--- src/rtl/serializer_ms_pkg.sv ---
// Shared types and helpers for the multi-length serializer.
// State encoding and the mod-to-length decode used at word acceptance.
package serializer_ms_pkg;

   typedef enum logic [1:0] {
      IDLE   = 2'd0,
      SEND   = 2'd1,
      PARITY = 2'd2
   } ser_state_e;

   // A mod of 0 selects a full word; out-of-range values saturate to the word width.
   function automatic int unsigned decode_len(input int unsigned mod_val,
                                              input int unsigned data_w);
      if (mod_val == 0 || mod_val > data_w) begin
         return data_w;
      end
      return mod_val;
   endfunction

endpackage

--- src/rtl/serializer_ms_if.sv ---
// Word-side and bit-side handshake bundle for serializer_ms.
// The slave modport is the serializer; master is the producer/consumer side.
interface serializer_ms_if #(
   parameter int DATA_W = 16,
   parameter int MOD_W  = $clog2(DATA_W)
);

   logic [DATA_W-1:0] data_i;
   logic [MOD_W-1:0]  data_mod_i;
   logic              msb_first_i;
   logic              data_val_i;
   logic              data_rdy_o;
   logic              ser_data_o;
   logic              ser_data_val_o;
   logic              ser_rdy_i;
   logic              busy_o;

   modport slave (
      input  data_i,
      input  data_mod_i,
      input  msb_first_i,
      input  data_val_i,
      input  ser_rdy_i,
      output data_rdy_o,
      output ser_data_o,
      output ser_data_val_o,
      output busy_o
   );

   modport master (
      output data_i,
      output data_mod_i,
      output msb_first_i,
      output data_val_i,
      output ser_rdy_i,
      input  data_rdy_o,
      input  ser_data_o,
      input  ser_data_val_o,
      input  busy_o
   );

endinterface

--- src/rtl/serializer_ms_shreg.sv ---
// Loadable shift register with per-word direction; holds while neither load nor shift.
// head_o is the bit that goes out next in the captured direction.
module serializer_ms_shreg #(
   parameter int DATA_W = 16
) (
   input  logic              clk_i,
   input  logic              arst_ni,
   input  logic              load_i,
   input  logic              shift_i,
   input  logic              msb_first_i,
   input  logic [DATA_W-1:0] data_i,
   output logic              head_o
);

   logic [DATA_W-1:0] sh_q, sh_d;
   logic              msb_q, msb_d;

   // Load wins over shift so a new word can replace the last bit of the old one.
   always_comb begin
      sh_d  = sh_q;
      msb_d = msb_q;
      if (load_i) begin
         sh_d  = data_i;
         msb_d = msb_first_i;
      end else if (shift_i) begin
         if (msb_q) begin
            sh_d = {sh_q[DATA_W-2:0], 1'b0};
         end else begin
            sh_d = {1'b0, sh_q[DATA_W-1:1]};
         end
      end
   end

   always_ff @(posedge clk_i or negedge arst_ni) begin
      if (!arst_ni) begin
         sh_q  <= '0;
         msb_q <= 1'b0;
      end else begin
         sh_q  <= sh_d;
         msb_q <= msb_d;
      end
   end

   assign head_o = msb_q ? sh_q[DATA_W-1] : sh_q[0];

endmodule

--- src/rtl/serializer_ms.sv ---
// Parallel-to-serial converter with ready/valid input, output backpressure and per-word length.
// Optional feature macro SERIALIZER_PARITY_EN appends an even-parity bit after each word.
module serializer_ms
   import serializer_ms_pkg::*;
#(
   parameter int DATA_W  = 16,
   parameter int MOD_W   = $clog2(DATA_W),
   parameter int MIN_LEN = 1
) (
   input  logic          clk_i,
   input  logic          arst_ni,
   serializer_ms_if.slave bus
);

   localparam int          CNT_W     = $clog2(DATA_W + 1);
   localparam int unsigned MIN_LEN_U = MIN_LEN;

   ser_state_e        state_q, state_d;
   logic [CNT_W-1:0]  cnt_q, cnt_d;
   logic [MOD_W-1:0]  mod_w;
   int unsigned       len_int;
   logic [CNT_W-1:0]  len_in;
   logic              len_ok;
   logic              data_rdy;
   logic              accept;
   logic              consume;
   logic              start;
   logic              last_beat;
   logic              load;
   logic              shift;
   logic              head;
   logic              ser_bit;
   logic              ser_val;
`ifdef SERIALIZER_PARITY_EN
   logic              par_q, par_d;
`endif

   assign mod_w   = bus.data_mod_i;
   assign len_int = decode_len(32'(mod_w), DATA_W);
   assign len_in  = CNT_W'(len_int);
   assign len_ok  = (len_int >= MIN_LEN_U);

   // The final beat of a word is the only place a new word may overlap the old one.
`ifdef SERIALIZER_PARITY_EN
   assign last_beat = (state_q == PARITY);
`else
   assign last_beat = (state_q == SEND) && (cnt_q == CNT_W'(1));
`endif

   assign ser_val  = (state_q != IDLE);
   assign data_rdy = (state_q == IDLE) | (last_beat & bus.ser_rdy_i);
   assign accept   = bus.data_val_i & data_rdy;
   assign consume  = ser_val & bus.ser_rdy_i;
   assign start    = accept & len_ok;

   serializer_ms_shreg #(
      .DATA_W (DATA_W)
   ) u_shreg (
      .clk_i       (clk_i),
      .arst_ni     (arst_ni),
      .load_i      (load),
      .shift_i     (shift),
      .msb_first_i (bus.msb_first_i),
      .data_i      (bus.data_i),
      .head_o      (head)
   );

   always_comb begin
      state_d = state_q;
      cnt_d   = cnt_q;
      load    = 1'b0;
      shift   = 1'b0;
`ifdef SERIALIZER_PARITY_EN
      par_d   = par_q;
`endif
      case (state_q)
         SEND: begin
            if (consume) begin
               shift = 1'b1;
               cnt_d = cnt_q - CNT_W'(1);
`ifdef SERIALIZER_PARITY_EN
               par_d = par_q ^ head;
               if (cnt_q == CNT_W'(1)) begin
                  state_d = PARITY;
               end
`else
               if (cnt_q == CNT_W'(1)) begin
                  state_d = IDLE;
               end
`endif
            end
         end
`ifdef SERIALIZER_PARITY_EN
         PARITY: begin
            if (consume) begin
               state_d = IDLE;
            end
         end
`endif
         default: ;
      endcase
      // Short words are accepted but never start a transfer.
      if (start) begin
         load    = 1'b1;
         cnt_d   = len_in;
         state_d = SEND;
`ifdef SERIALIZER_PARITY_EN
         par_d   = 1'b0;
`endif
      end
   end

   always_ff @(posedge clk_i or negedge arst_ni) begin
      if (!arst_ni) begin
         state_q <= IDLE;
         cnt_q   <= '0;
      end else begin
         state_q <= state_d;
         cnt_q   <= cnt_d;
      end
   end

`ifdef SERIALIZER_PARITY_EN
   always_ff @(posedge clk_i or negedge arst_ni) begin
      if (!arst_ni) begin
         par_q <= 1'b0;
      end else begin
         par_q <= par_d;
      end
   end
`endif

   always_comb begin
      ser_bit = 1'b0;
      if (state_q == SEND) begin
         ser_bit = head;
      end
`ifdef SERIALIZER_PARITY_EN
      else if (state_q == PARITY) begin
         ser_bit = par_q;
      end
`endif
   end

   assign bus.ser_data_o     = ser_bit;
   assign bus.ser_data_val_o = ser_val;
   assign bus.data_rdy_o     = data_rdy;
   assign bus.busy_o         = ser_val;

endmodule

--- src/flat_wrapper.sv ---
// flat-port wrapper written by rule: the top's interface ports become plain ports
module serializer_ms_flat import serializer_ms_pkg::*;
#(
   parameter int DATA_W  = 16,
   parameter int MOD_W   = $clog2(DATA_W),
   parameter int MIN_LEN = 1
)
  (clk_i, arst_ni, bus_data_i, bus_data_mod_i, bus_msb_first_i, bus_data_val_i, bus_ser_rdy_i, bus_data_rdy_o, bus_ser_data_o, bus_ser_data_val_o, bus_busy_o);
  serializer_ms_if #(.DATA_W(DATA_W), .MOD_W(MOD_W)) bus_i ();
  input  logic clk_i;
  input  logic arst_ni;
  input wire logic [$bits(bus_i.data_i)-1:0] bus_data_i;
  input wire logic [$bits(bus_i.data_mod_i)-1:0] bus_data_mod_i;
  input wire logic [$bits(bus_i.msb_first_i)-1:0] bus_msb_first_i;
  input wire logic [$bits(bus_i.data_val_i)-1:0] bus_data_val_i;
  input wire logic [$bits(bus_i.ser_rdy_i)-1:0] bus_ser_rdy_i;
  output wire logic [$bits(bus_i.data_rdy_o)-1:0] bus_data_rdy_o;
  output wire logic [$bits(bus_i.ser_data_o)-1:0] bus_ser_data_o;
  output wire logic [$bits(bus_i.ser_data_val_o)-1:0] bus_ser_data_val_o;
  output wire logic [$bits(bus_i.busy_o)-1:0] bus_busy_o;
  assign bus_i.data_i = bus_data_i;
  assign bus_i.data_mod_i = bus_data_mod_i;
  assign bus_i.msb_first_i = bus_msb_first_i;
  assign bus_i.data_val_i = bus_data_val_i;
  assign bus_i.ser_rdy_i = bus_ser_rdy_i;
  assign bus_data_rdy_o = bus_i.data_rdy_o;
  assign bus_ser_data_o = bus_i.ser_data_o;
  assign bus_ser_data_val_o = bus_i.ser_data_val_o;
  assign bus_busy_o = bus_i.busy_o;
  serializer_ms #(.DATA_W(DATA_W), .MOD_W(MOD_W), .MIN_LEN(MIN_LEN)) u_core (.clk_i(clk_i), .arst_ni(arst_ni), .bus(bus_i));
endmodule
--- config.mk ---
export PLATFORM = sky130hd
export DESIGN_NAME = serializer_ms_flat
export DESIGN_NICKNAME = d
export VERILOG_FILES = /design/src/rtl/serializer_ms_pkg.sv /design/src/rtl/serializer_ms_if.sv /design/src/rtl/serializer_ms_shreg.sv /design/src/rtl/serializer_ms.sv /design/src/flat_wrapper.sv
export SDC_FILE = /design/constraint.sdc
export NUM_CORES = 1
export LEC_CHECK = 0
export ABC_AREA = 1
export CORE_AREA = 2 2 63 65
export DETAILED_ROUTE_END_ITERATION = 10
export DIE_AREA = 0 0 65 67
export PLACE_DENSITY = 0.71
export SLEW_MARGIN = 10
export SYNTH_ARGS = -nofsm -noshare
export SYNTH_HDL_FRONTEND = slang
export SYNTH_SLANG_ARGS = --single-unit
export TNS_END_PERCENT = 100
--- constraint.sdc ---
create_clock -name clk_i -period 2.03 [get_ports clk_i]
set_clock_uncertainty 0.2 [all_clocks]
set_input_delay 0.3045 -clock clk_i [delete_from_list [all_inputs] [get_ports clk_i]]
set_output_delay 0.3045 -clock clk_i [all_outputs]
set_load 0.05 [all_outputs]
==> impl_metrics.yaml <==
final_layout:
  diodes: 0
  drive_above_1_share_pct: 15.90
  multi_input_area_um2: 740.7
  nets: 267
  num-fill-cells: 355
  layout_commonest_cell: "nand2_1"
  regArea_um2: 578.1
  final_util_pct: 53.30
  layout_common_cells: "78 x nand2_1, 35 x nand3_1, 24 x clkdlybuf4s50_1"
  syn2layout_area_growth_pct: 37.02
floorplan:
  ios: 29
  dieArea_um2: 4355
  die-height_um: 67
  start_util_pct: 38.90
  std_cell_rows: 22
  coreArea_um2: 3606
  die_x_um: 65
placement:
  gp_congestion: 0.8165
  io_buffers: 28
  dp_hpwl_um: 2248
cts:
  cts_num_sinks: 23
  htreeDepth: 1
  clk_pin_slew_ns: 0.09
  cts_buffer_depth: 2
  insertion_delay_ns: 0.27
  hold_buffers: 0
  cts_root_buf: "clkbuf_8"
  numCtsBuffers: 3
  cts_tree: "yes"
global_routing:
  antenna_found_initial: 0
  grt_pass1_wl_um: 5775
  grt_usage_pct: 17.11
  overflow: 0
  grt_max_degree: 24
  grt_pass1_vias: 1302
critical_path:
  cp-end-kind: "output pin"
  arrival_ns: 1.49
  required_ns: 1.53
  critPathLaunchType: "register"
  r2r_slack_ns: 0.17
  crit_type: "reg2out"
  cp_max_fo: 5
timing:
  finalCritPeriodShare_pct: 98.14
  rsz0062_at_grt: "true"
  period_needed_ns: 1.992
  drv_slew: 0
  setup_viol: 0
  hold_viol: 0
  worst_pin_slew_ns: 0.3050
  relSlewSlack_pct: 79.67
  fin_setup_tns_ns: 0
  fmax_ghz: 0.5020
power_and_ir_drop:
  power_per_cell_area_nw_per_um2: 1383
  finalPower_uw: 2657
  p_leak_uw: 0.0008763
  vdd_drop_max_v: 0.0005854
detailed_routing:
  drt_wl_total_um: 3500
  via_count: 1401
  wl_per_cell_um: 12.20
  drtPass1Iterations: 5
  ant_nets: 0
  drc: 0
  drt_iter0_drc: 140
  vias_per_cell: 4.882
synthesis:
  yosysWarnings: 0
  postSynthAreaPerCell_um2: 6.909
  ys_types: 22
  synth.cell_area_um2: 1403
  syn-num-nets: 230
  synth_seq_area_share_pct: 41.03
  netlist_instances: 203
  synth_seq_cells: 23
run:
  cap_viol_max_count: 0
status:
  outcome: "finished, final reports clean"
hold_path:
  min_path_type: "in2async"
## final timing paths
check / start / to / cells past startpoint
setup / recovery: u_core.cnt_q[1] / bus_data_rdy_o / 8
hold / removal: arst_ni / u_core.u_shreg.sh_q[8] / 2
setup reg to reg: u_core.cnt_q[1] / u_core.u_shreg.sh_q[0] / 12
hold reg to reg: u_core.u_shreg.sh_q[13] / u_core.u_shreg.sh_q[13] / 2
max in group asynchronous: arst_ni / u_core.cnt_q[0] / 2
min in group clk_i: u_core.u_shreg.sh_q[13] / u_core.u_shreg.sh_q[13] / 2
## through the flow
stage | area [um^2] | hold slack [ns] | setup slack, ns | cells
floorplan | 1406 | -0.1911 | 0.1404 | 203
finish | 1922 | 0.1768 | 0.03777 | 287
CTS | 1831 | 0.1883 | 0.003353 | 280
detailed placement | 1782 | 0.3063 | 0.05796 | 276
global placement | 1782 | 0.2933 | 0.1124 | 276
global route | 1922 | 0.2070 | -0.05203 | 287
## where the power goes
| part | switching (uW) | internal, uW |
|---|---|---|
| clock network | 161 | 139 |
| registers | 182 | 656 |
| logic | 827 | 692 |
## sequential cells by signal, summed over array words and instances, names as in the netlist
| signal | count |
|---|---|
| u_core.u_shreg.sh_q | 16 |
| u_core.cnt_q | 5 |
| u_core.state_q | 1 |
| u_core.u_shreg.msb_q | 1 |
## cells in the mapped netlist
| cell type | count | area share [%] |
|---|---|---|
| ha_1 | 2 | 1.8 |
| inv_2 | 1 | 0.27 |
| clkbuf_1 | 7 | 1.9 |
| mux2i_1 | 1 | 0.71 |
| buf_4 | 2 | 1.1 |
| nand2_2 | 3 | 1.3 |
| nand2_1 | 78 | 21 |
| nor3_1 | 1 | 0.36 |
| xor2_1 | 1 | 0.62 |
| o211ai_2 | 1 | 0.89 |
| nor2_1 | 10 | 2.7 |
| nand3b_1 | 1 | 0.54 |
| xnor2_1 | 2 | 1.2 |
| o21ai_0 | 4 | 1.4 |
| inv_1 | 10 | 2.7 |
| o21ai_1 | 1 | 0.36 |
| nand3_1 | 36 | 13 |
| dfrtp_1 | 23 | 41 |
| a21oi_1 | 14 | 5.0 |
| buf_6 | 1 | 0.80 |
| buf_2 | 3 | 1.1 |
| o211ai_1 | 1 | 0.54 |
## cell type report
| cell class | instances | area share, % |
|---|---|---|
| Timing Repair Buffer | 45 | 23.57 |
| Inverter | 11 | 2.148 |
| Multi-Input combinational cell | 156 | 38.54 |
| Clock inverter | 1 | 0.3906 |
| Clock buffer | 3 | 2.148 |
| Sequential cell | 23 | 30.08 |
| Tap cell | 48 | 3.125 |
## what timing repair did
item,in CTS,in global routing
gates resized for setup,0,7
endpoints found under the setup margin,0,1
buffers inserted,0,6
## per-layer routing
metal	GRT usage (%)	routed length, um
met5	0	0
met1	21.59	1546
met4	5.053	23
met3	5.068	207
met2	28.22	1723
## logic make-up after synthesis
logic type / Yosys count / synth area share, %
compound gates: 21 / 8.207
xor+xnor: 3 / 1.874
fa+ha+maj: 2 / 1.784
buf+inv: 24 / 7.761
flops: 23 / 41.03
mux: 1 / 0.7137
simple gates: 129 / 38.63
## critical path, stage by stage, from the launching register on
cell	delay, ns
dfrtp_1	0.39
inv_2	0.09
ha_4	0.14
inv_2	0.03
nor2_2	0.10
nand3_2	0.09
nand2_2	0.12
buf_12	0.13
buf_12	0.13
Power figures use the tool's default switching activity.
